## src/rtl/alu_isa_pkg.sv

```systemverilog
// rtl/alu_isa_pkg.sv - instruction field layout, MemOp codes and sequencer states
package alu_isa_pkg;

    localparam int INSTR_W   = 16;
    localparam int A_LSB     = 0;
    localparam int B_LSB     = 2;
    localparam int OP_LSB    = 4;
    localparam int ADDR_LSB  = 7;
    localparam int MEMOP_LSB = 11;
    localparam int HALT_BIT  = 14;
    localparam int RSVD_BIT  = 15;

    localparam logic [2:0] MEMOP_NONE  = 3'b000;
    localparam logic [2:0] MEMOP_STORE = 3'b001;
    localparam logic [2:0] MEMOP_LOAD  = 3'b010;

    localparam logic [2:0] NOP_OP_DEFAULT = 3'b111;

    typedef enum logic [1:0] {
        ST_IDLE = 2'd0,
        ST_RUN  = 2'd1,
        ST_DONE = 2'd2
    } seq_state_e;

    typedef struct packed {
        logic [2:0] memop;
        logic [3:0] addr;
        logic [2:0] op;
        logic [1:0] b;
        logic [1:0] a;
    } alu_fields_t;

    function automatic alu_fields_t decode_fields(input logic [INSTR_W-1:0] w);
        alu_fields_t f;
        f.a     = w[A_LSB     +: 2];
        f.b     = w[B_LSB     +: 2];
        f.op    = w[OP_LSB    +: 3];
        f.addr  = w[ADDR_LSB  +: 4];
        f.memop = w[MEMOP_LSB +: 3];
        return f;
    endfunction

    function automatic alu_fields_t nop_bubble(input logic [2:0] nop_op);
        alu_fields_t f;
        f.a     = 2'd0;
        f.b     = 2'd0;
        f.op    = nop_op;
        f.addr  = 4'd0;
        f.memop = MEMOP_NONE;
        return f;
    endfunction

endpackage

```

## src/rtl/alu_prog_mem.sv

```systemverilog
// rtl/alu_prog_mem.sv - program store: synchronous write, combinational read, no reset
module alu_prog_mem
    import alu_isa_pkg::*;
#(
    parameter int AW = 4
) (
    input  logic               clk,
    input  logic               i_we,
    input  logic [AW-1:0]      i_waddr,
    input  logic [INSTR_W-1:0] i_wdata,
    input  logic [AW-1:0]      i_raddr,
    output logic [INSTR_W-1:0] o_rdata
);

    logic [INSTR_W-1:0] r_mem [2**AW];

    always_ff @(posedge clk) begin
        if (i_we) begin
            r_mem[i_waddr] <= i_wdata;
        end
    end

    assign o_rdata = r_mem[i_raddr];

endmodule

```

## src/rtl/alu_issue_sequencer.sv

```systemverilog
// rtl/alu_issue_sequencer.sv - walks the program store from 0 and issues one
// instruction per unheld cycle to the ALU stage until HALT or the last location.
module alu_issue_sequencer
    import alu_isa_pkg::*;
#(
    parameter int         PROG_AW = 4,
    parameter logic [2:0] NOP_OP  = NOP_OP_DEFAULT
) (
    input  logic               clk,
    input  logic               rst,
    input  logic               prog_we,
    input  logic [PROG_AW-1:0] prog_addr,
    input  logic [15:0]        prog_data,
    input  logic               start,
    input  logic               hold,
    output logic [1:0]         A,
    output logic [1:0]         B,
    output logic [2:0]         Op,
    output logic [3:0]         Address,
    output logic [2:0]         MemOp,
    output logic               issue_valid,
    output logic               busy,
    output logic               done
);

    localparam logic [PROG_AW-1:0] PC_LAST = '1;

    seq_state_e         r_state;
    seq_state_e         w_state_nxt;
    logic [PROG_AW-1:0] r_pc;
    logic [PROG_AW-1:0] w_pc_nxt;
    logic               w_issue;
    logic               w_mem_we;
    logic [INSTR_W-1:0] w_word;
    alu_fields_t        r_fields;
    logic               r_issue_valid;
    logic               w_unused_rsvd;

    alu_prog_mem #(
        .AW (PROG_AW)
    ) u_prog_mem (
        .clk     (clk),
        .i_we    (w_mem_we),
        .i_waddr (prog_addr),
        .i_wdata (prog_data),
        .i_raddr (r_pc),
        .o_rdata (w_word)
    );

    assign w_unused_rsvd = w_word[RSVD_BIT];

    // The store is only writable while idle so a running program cannot be patched underneath itself.
    assign w_mem_we = prog_we && (r_state == ST_IDLE) && !rst;

    always_ff @(posedge clk) begin
        if (rst) begin
            r_state <= ST_IDLE;
            r_pc    <= '0;
        end else begin
            r_state <= w_state_nxt;
            r_pc    <= w_pc_nxt;
        end
    end

    always_comb begin
        w_state_nxt = r_state;
        w_pc_nxt    = r_pc;
        w_issue     = 1'b0;
        case (r_state)
            ST_IDLE: begin
                if (start) begin
                    w_state_nxt = ST_RUN;
                    w_pc_nxt    = '0;
                end
            end
            ST_RUN: begin
                if (!hold) begin
                    if (w_word[HALT_BIT]) begin
                        w_state_nxt = ST_DONE;
                    end else begin
                        w_issue = 1'b1;
                        // Running off the end terminates the program rather than wrapping.
                        if (r_pc == PC_LAST) begin
                            w_state_nxt = ST_DONE;
                        end else begin
                            w_pc_nxt = r_pc + 1'b1;
                        end
                    end
                end
            end
            ST_DONE: begin
                w_state_nxt = ST_IDLE;
            end
            default: begin
                w_state_nxt = ST_IDLE;
            end
        endcase
    end

    always_ff @(posedge clk) begin
        if (rst || !w_issue) begin
            r_fields      <= nop_bubble(NOP_OP);
            r_issue_valid <= 1'b0;
        end else begin
            r_fields      <= decode_fields(w_word);
            r_issue_valid <= 1'b1;
        end
    end

    assign A           = r_fields.a;
    assign B           = r_fields.b;
    assign Op          = r_fields.op;
    assign Address     = r_fields.addr;
    assign MemOp       = r_fields.memop;
    assign issue_valid = r_issue_valid;
    assign busy        = (r_state == ST_RUN);
    assign done        = (r_state == ST_DONE);

endmodule

```

## config.mk

```make
export PLATFORM = sky130hd
export DESIGN_NAME = alu_issue_sequencer
export DESIGN_NICKNAME = d
export VERILOG_FILES = /design/src/rtl/alu_isa_pkg.sv /design/src/rtl/alu_prog_mem.sv /design/src/rtl/alu_issue_sequencer.sv
export SDC_FILE = /design/constraint.sdc
export NUM_CORES = 1
export LEC_CHECK = 0
export CORE_ASPECT_RATIO = 0.8
export CORE_MARGIN = 4
export CORE_UTILIZATION = 40
export CTS_BUF_LIST = sky130_fd_sc_hd__clkbuf_16
export CTS_CLUSTER_SIZE = 20
export DETAILED_ROUTE_END_ITERATION = 8
export PLACE_DENSITY = 0.66
export SYNTH_ARGS = -nofsm -noshare
export SYNTH_HDL_FRONTEND = slang
export SYNTH_HIERARCHICAL = 1
export SYNTH_SLANG_ARGS = --single-unit
```

## constraint.sdc

```tcl
create_clock -name clk -period 4.65 [get_ports clk]
set_clock_uncertainty 0.2 [all_clocks]
set_input_delay 0.6975 -clock clk [delete_from_list [all_inputs] [get_ports clk]]
set_output_delay 0.6975 -clock clk [all_outputs]
set_load 0.1 [all_outputs]
```

==> metrics.csv, run 1 <==
stage;metric;value;unit
status;status;finished clean;
cts;clkSinkCount;261;
floorplan;start_util;0.406;
floorplan;pin_count;42;
worst_setup_path;worstSetupStartpoint;r_pc[0];
cts;insertion_delay;0.53;ns
cts;cts_tree;yes;
placed_design;port_buffers;40;
placed_design;routabilityCongestion;0.779;
worst_setup_path;critical_path.cell_chain;mux4_2 > a22oi_1 > nand2_1 > or4b_1 > o22ai_1 > o21ai_0;
grt;grt_pass1_wl;30.5;mm
worst_setup_path;r2r_slack;1.33;ns
finish;layout.nets;558;
worst_setup_path;end_kind;register;
detailed_routing;wire_per_inst;23.2;um
hold_path;min_from;r_state[1];
finish;design_area;11600;um^2
timing;tightestPinTransition;0.978;ns
floorplan;die_w;184;um
detailed_routing;wirelength;20.2;mm
floorplan;core;24300;um^2
detailed_routing;dr.pass1.iters;5;
timing;slew_headroom;0.346;
timing;setup_ws;1.33;ns
placed_design;dp_hpwl;11.8;mm
timing;max_freq;301;MHz
power_and_ir_drop;powerDensity;401;nW/um^2
hold_path;hold_end;r_state[0];
detailed_routing;vias_per_cell;5.55;
job;drv_cap;0;
timing;rsz0062_at_grt;false;
power_and_ir_drop;ir_drop;0.267;mV
worst_setup_path;crit_family;flip-flops;
synthesis;syn-num-nets;485;
timing;hold_violations;0;
worst_setup_path;worstReg2RegEnd;r_pc[0];
detailed_routing;ant_nets;0;
cts;h-tree-depth;1;
worst_setup_path;crit_fanout;37;
grt;antenna_found_initial;0;
timing;min_period_over_period;0.714;
worst_setup_path;crit_path_top_delay_cell;dfxtp_4;
detailed_routing;vias;4816;
cts;cts_buffers;25;
timing;whs;0.353;ns
worst_setup_path;worst-r2r-cell-count;6;
timing;report.final.slew_viol_count;0;
placed_design;dp_slack;1.10;ns
finish;multiInputGateArea;2130;um^2
detailed_routing;drt-initial-drc-count;431;
finish;n_fill_cell;1970;
cts;post_cts_buffers;0;
cts;post_cts_resized;0;
worst_setup_path;start_kind;register;
finish;area_delta_synth_final;17.2;%
hold_path;hold_path_class;register to register;
placed_design;dpl-instance-area;10800;um^2
timing;period_needed;3.32;ns
worst_setup_path;crit_type;register to register;
worst_setup_path;cp.buffers_inverters;0;
grt;grt_pass1_vias;4887;
floorplan;fp-row-count;51;
cts;path_clk_slew;0.06;ns
worst_setup_path;rr_startpoint;r_pc[0];
power_and_ir_drop;leakage;0.00363;uW
synthesis;netlist_instances;459;
cts;clockBufferDepth;3;
worst_setup_path;critical-path-max-stage-delay;0.82;ns
floorplan;die_area;27300;um^2
synthesis;synth_warnings;6;
floorplan;die_h;148;um
worst_setup_path;worstPathRequired;4.83;ns
grt;track_usage;0.150;
detailed_routing;drc_errors;0;
grt;grt_overflow_total;0;
finish;drive_gt1_frac;0.226;
worst_setup_path;critPathArrivalTime;3.50;ns
synthesis;syn-cell-area;9870;um^2
grt;grt_max_degree;38;
hold_path;worstHoldPathCells;1;
power_and_ir_drop;total_power;4640;uW
finish;ff_latch_area;7630;um^2
cts;hold_buffers;0;
synthesis;synth_area_per_cell;21.5;um^2
timing;finalSetupViolCount;0;
cts;cts_root_buf;clkbuf_16;
timing;tns;0;ns
per-stage QoR:
step / util / instances
after floorplan: - / 459
after global placement: 0.444 / 823
after detailed placement: 0.444 / 823
after CTS: 0.476 / 867
after global routing: 0.476 / 867
final: 0.476 / 868
worst max-delay path by stage:
stage | to | slack (ns) | cells after the start
final | r_pc[0] | 1.33 | 6
after global routing | r_pc[0] | 1.12 | 6
after CTS | r_pc[0] | 1.32 | 6
after detailed placement | u_prog_mem/r_mem[1][12] | 1.10 | 5
after global placement | u_prog_mem/r_mem[0][12] | 1.17 | 5
after floorplan | u_prog_mem/r_mem[0][0] | 1.14 | 4
per-layer routing:
layer / up-vias / share of wire / GRT usage
met5: - / 0 / 0
met4: 0 / 0.023 / 0.0331
met3: 42 / 0.063 / 0.0279
met2: 164 / 0.46 / 0.230
met1: 2544 / 0.45 / 0.226
li1: 2066 / - / -
flip-flops by register name, indices dropped and copies added, names as in the netlist:
| register | count |
|---|---|
| u_prog_mem/r_mem | 240 |
| Op | 3 |
| r_pc | 4 |
| Address | 4 |
| r_state | 2 |
| MemOp | 3 |
| B | 2 |
| issue_valid | 1 |
| A | 2 |
power by group:
part           leakage, uW  total [uW]  switching, uW  internal, uW
combinational     0.000896         132           80.3          51.9
clock             0.000406        1920            828          1090
sequential         0.00233        2590           10.5          2580
cell type report:
type / count / area share
antenna: 1 / 0.000216
clock buffer: 25 / 0.0541
clock inverter: 19 / 0.0132
inverter: 1 / 0.000325
multi-input combinational: 173 / 0.184
sequential: 261 / 0.660
tap: 318 / 0.0344
timing repair buffer: 70 / 0.0541
placed cells by master (no fill, tap or decap), drive strengths merged, types with 9 or more instances in the layout:
master,n
dfxtp,21
mux4,60
nand2,17
clkbuf,25
edfxtp,240
nor2,13
and2,12
clkdlybuf4s50,40
inv,9
a22oi,30
buf,30
No activity file was read; power rests on OpenSTA's default activity.
==> inputs of run 2 (changes only) <==
PLACE_DENSITY = 0.68   (was 0.66)
clock period = 2.88 ns   (was 4.65 ns; I/O delays follow)
==> run 2 against run 1 <==
Against the previous run: total power up 59%; register-to-register slack lost 1.1 ns; maximum frequency grew 25%; clock power grew 56%; via count increased by 1.3%; combinational power up 73%; flip-flop and latch count stayed put; largest cell class unchanged; first-iteration DRC count up 8.8%; cell count is 1.0% higher; count of clock-buffer cells in the layout unchanged.
==> metrics.csv, run 2 (synthesized netlist as in run 1, its figures left out) <==
stage;metric;value;unit
placed_design;dp_hpwl;12.4;mm
finish;layout.nets;566;
finish;final_cell_mix;edfxtp_1 (240), buf_4 (50), mux4_2 (50);
timing;finalSetupViolCount;0;
detailed_routing;drt-initial-drc-count;469;
floorplan;die_area;27300;um^2
finish;utilization;0.478;
worst_setup_path;worstSetupStartpoint;r_pc[0];
detailed_routing;vias_per_cell;5.56;
finish;layout.cells.most_common;edfxtp_1;
worst_setup_path;critical-path-max-stage-delay;0.58;ns
power_and_ir_drop;pwr-share-clk;0.405;
job;drv_cap;0;
timing;hold_violations;0;
timing;report.final.slew_viol_count;0;
power_and_ir_drop;p_seq_frac;0.564;
worst_setup_path;crit_type;register to register;
power_and_ir_drop;p_sw;1480;uW
power_and_ir_drop;powerDensity;636;nW/um^2
floorplan;pin_count;42;
detailed_routing;ant_nets;0;
detailed_routing;wire_per_inst;24.2;um
floorplan;fp-row-count;51;
finish;n_fill_cell;1973;
floorplan;die_h;148;um
power_and_ir_drop;leakage;0.00370;uW
placed_design;routabilityCongestion;0.786;
cts;clockBufferDepth;3;
detailed_routing;wirelength;21.3;mm
timing;min_period_over_period;0.926;
status;status;finished clean;
finish;top_register;u_prog_mem/r_mem;
finish;diodes;0;
finish;multiInputGateArea;2130;um^2
detailed_routing;drc_errors;0;
cts;h-tree-depth;1;
cts;cts_buffers;25;
worst_setup_path;crit_path_top_delay_cell;or4b_1;
power_and_ir_drop;ir_drop;0.402;mV
power_and_ir_drop;combPwrFrac;0.031;
cts;path_clk_slew;0.06;ns
placed_design;port_buffers;40;
worst_setup_path;worstPathRequired;3.11;ns
worst_setup_path;start_kind;register;
timing;setup_ws;0.213;ns
finish;largest_reg_flops;240;
cts;cts_tree;yes;
timing;max_freq;375;MHz
worst_setup_path;rr_startpoint;r_pc[0];
power_and_ir_drop;intPower;5910;uW
grt;grt_overflow_total;0;
timing;tns;0;ns
grt;track_usage;0.156;
cts;post_cts_buffers;0;
cts;cts_root_buf;clkbuf_16;
grt;grt_pass1_vias;5008;
timing;slew_headroom;0.523;
finish;drive_gt1_frac;0.268;
worst_setup_path;crit_fanout;6;
worst_setup_path;worst-r2r-cell-count;6;
detailed_routing;vias;4880;
finish;area_delta_synth_final;17.8;%
worst_setup_path;critical_path.cell_chain;mux4_2 > a22oi_1 > nand2_1 > or4b_1 > or4_1 > o21ai_0;
hold_path;hold_path_class;register to register;
floorplan;die_w;184;um
worst_setup_path;critPathArrivalTime;2.90;ns
timing;period_needed;2.67;ns
grt;grt_max_degree;48;
timing;tightestPinTransition;0.716;ns
power_and_ir_drop;switching_share;0.200;
detailed_routing;dr.pass1.iters;6;
finish;ff_latch_area;7630;um^2
worst_setup_path;end_kind;register;
placed_design;dp_slack;-0.109;ns
worst_setup_path;r2r_slack;0.21;ns
hold_path;worstHoldPathCells;1;
cts;insertion_delay;0.52;ns
timing;rsz0062_at_grt;false;
floorplan;start_util;0.406;
cts;clkSinkCount;261;
hold_path;min_from;r_state[1];
floorplan;core;24300;um^2
grt;grt_pass1_wl;31.7;mm
grt;antenna_found_initial;2;
==> run 2: per-stage QoR <==
stage | power, uW | hold WS, ns | instances | instance area (um^2)
after floorplan | 4360 | 0.286 | 459 | 9890
after global placement | 4470 | 0.323 | 831 | 10900
after detailed placement | 4480 | 0.347 | 831 | 10900
after CTS | 7460 | 0.355 | 877 | 11600
after global routing | 7650 | 0.424 | 877 | 11600
final | 7390 | 0.368 | 877 | 11600
==> run 2: worst max-delay path, delay by kind of cell, from the launching register on <==
| kind | cells | cell delay (ns) |
|---|---|---|
| mux | 1 | 0.52 |
| flops | 1 | 0.42 |
| simple gates | 3 | 1.16 |
| compound gates | 2 | 0.29 |
==> run 2: path summary, 6_finish.rpt <==
kind	endpoint
min reg2reg	r_state[0]
min	r_state[0]
max reg2reg	r_pc[0]
max	r_pc[0]
==> run 2: power by group through the flow <==
| stage | Clock, uW | Sequential (uW) | Combinational (uW) |
|---|---|---|---|
| finish | 2990 | 4170 | 229 |
| global route | 3230 | 4170 | 247 |
| CTS | 3060 | 4170 | 231 |
| detailed placement | 0 | 4250 | 230 |
| global placement | 0 | 4250 | 218 |
| floorplan | 0 | 4260 | 99.8 |
==> run 2: layer usage <==
| metal | global-route usage | vias up | share of wire |
|---|---|---|---|
| met5 | 0 | - | 0.00085 |
| met4 | 0.0276 | 2 | 0.016 |
| met3 | 0.0284 | 34 | 0.074 |
| met1 | 0.234 | 2570 | 0.44 |
| li1 | - | 2082 | - |
| met2 | 0.245 | 192 | 0.47 |
==> run 2: final cells by class <==
type                       instances  share of cell area
sequential                       261               0.657
inverter                           1            0.000323
clock buffer                      25              0.0538
tap                              318              0.0342
clock inverter                    21              0.0107
multi-input combinational        173               0.183
timing repair buffer              78              0.0607
==> run 2: timing repair <==
| action | 4_1_cts | 5_1_grt |
|---|---|---|
| hold buffers | 0 | 0 |
| endpoints found under the setup margin | 0 | 4 |
| resized for setup | 0 | 1 |
==> inputs of run 3 (changes only) <==
ABC_CLOCK_PERIOD_IN_PS = 2880   (was unset)
SKIP_CTS_REPAIR_TIMING = 1   (was unset)
==> results of run 3 <==
Final layout, timing and power as in run 2 (identical DEF).
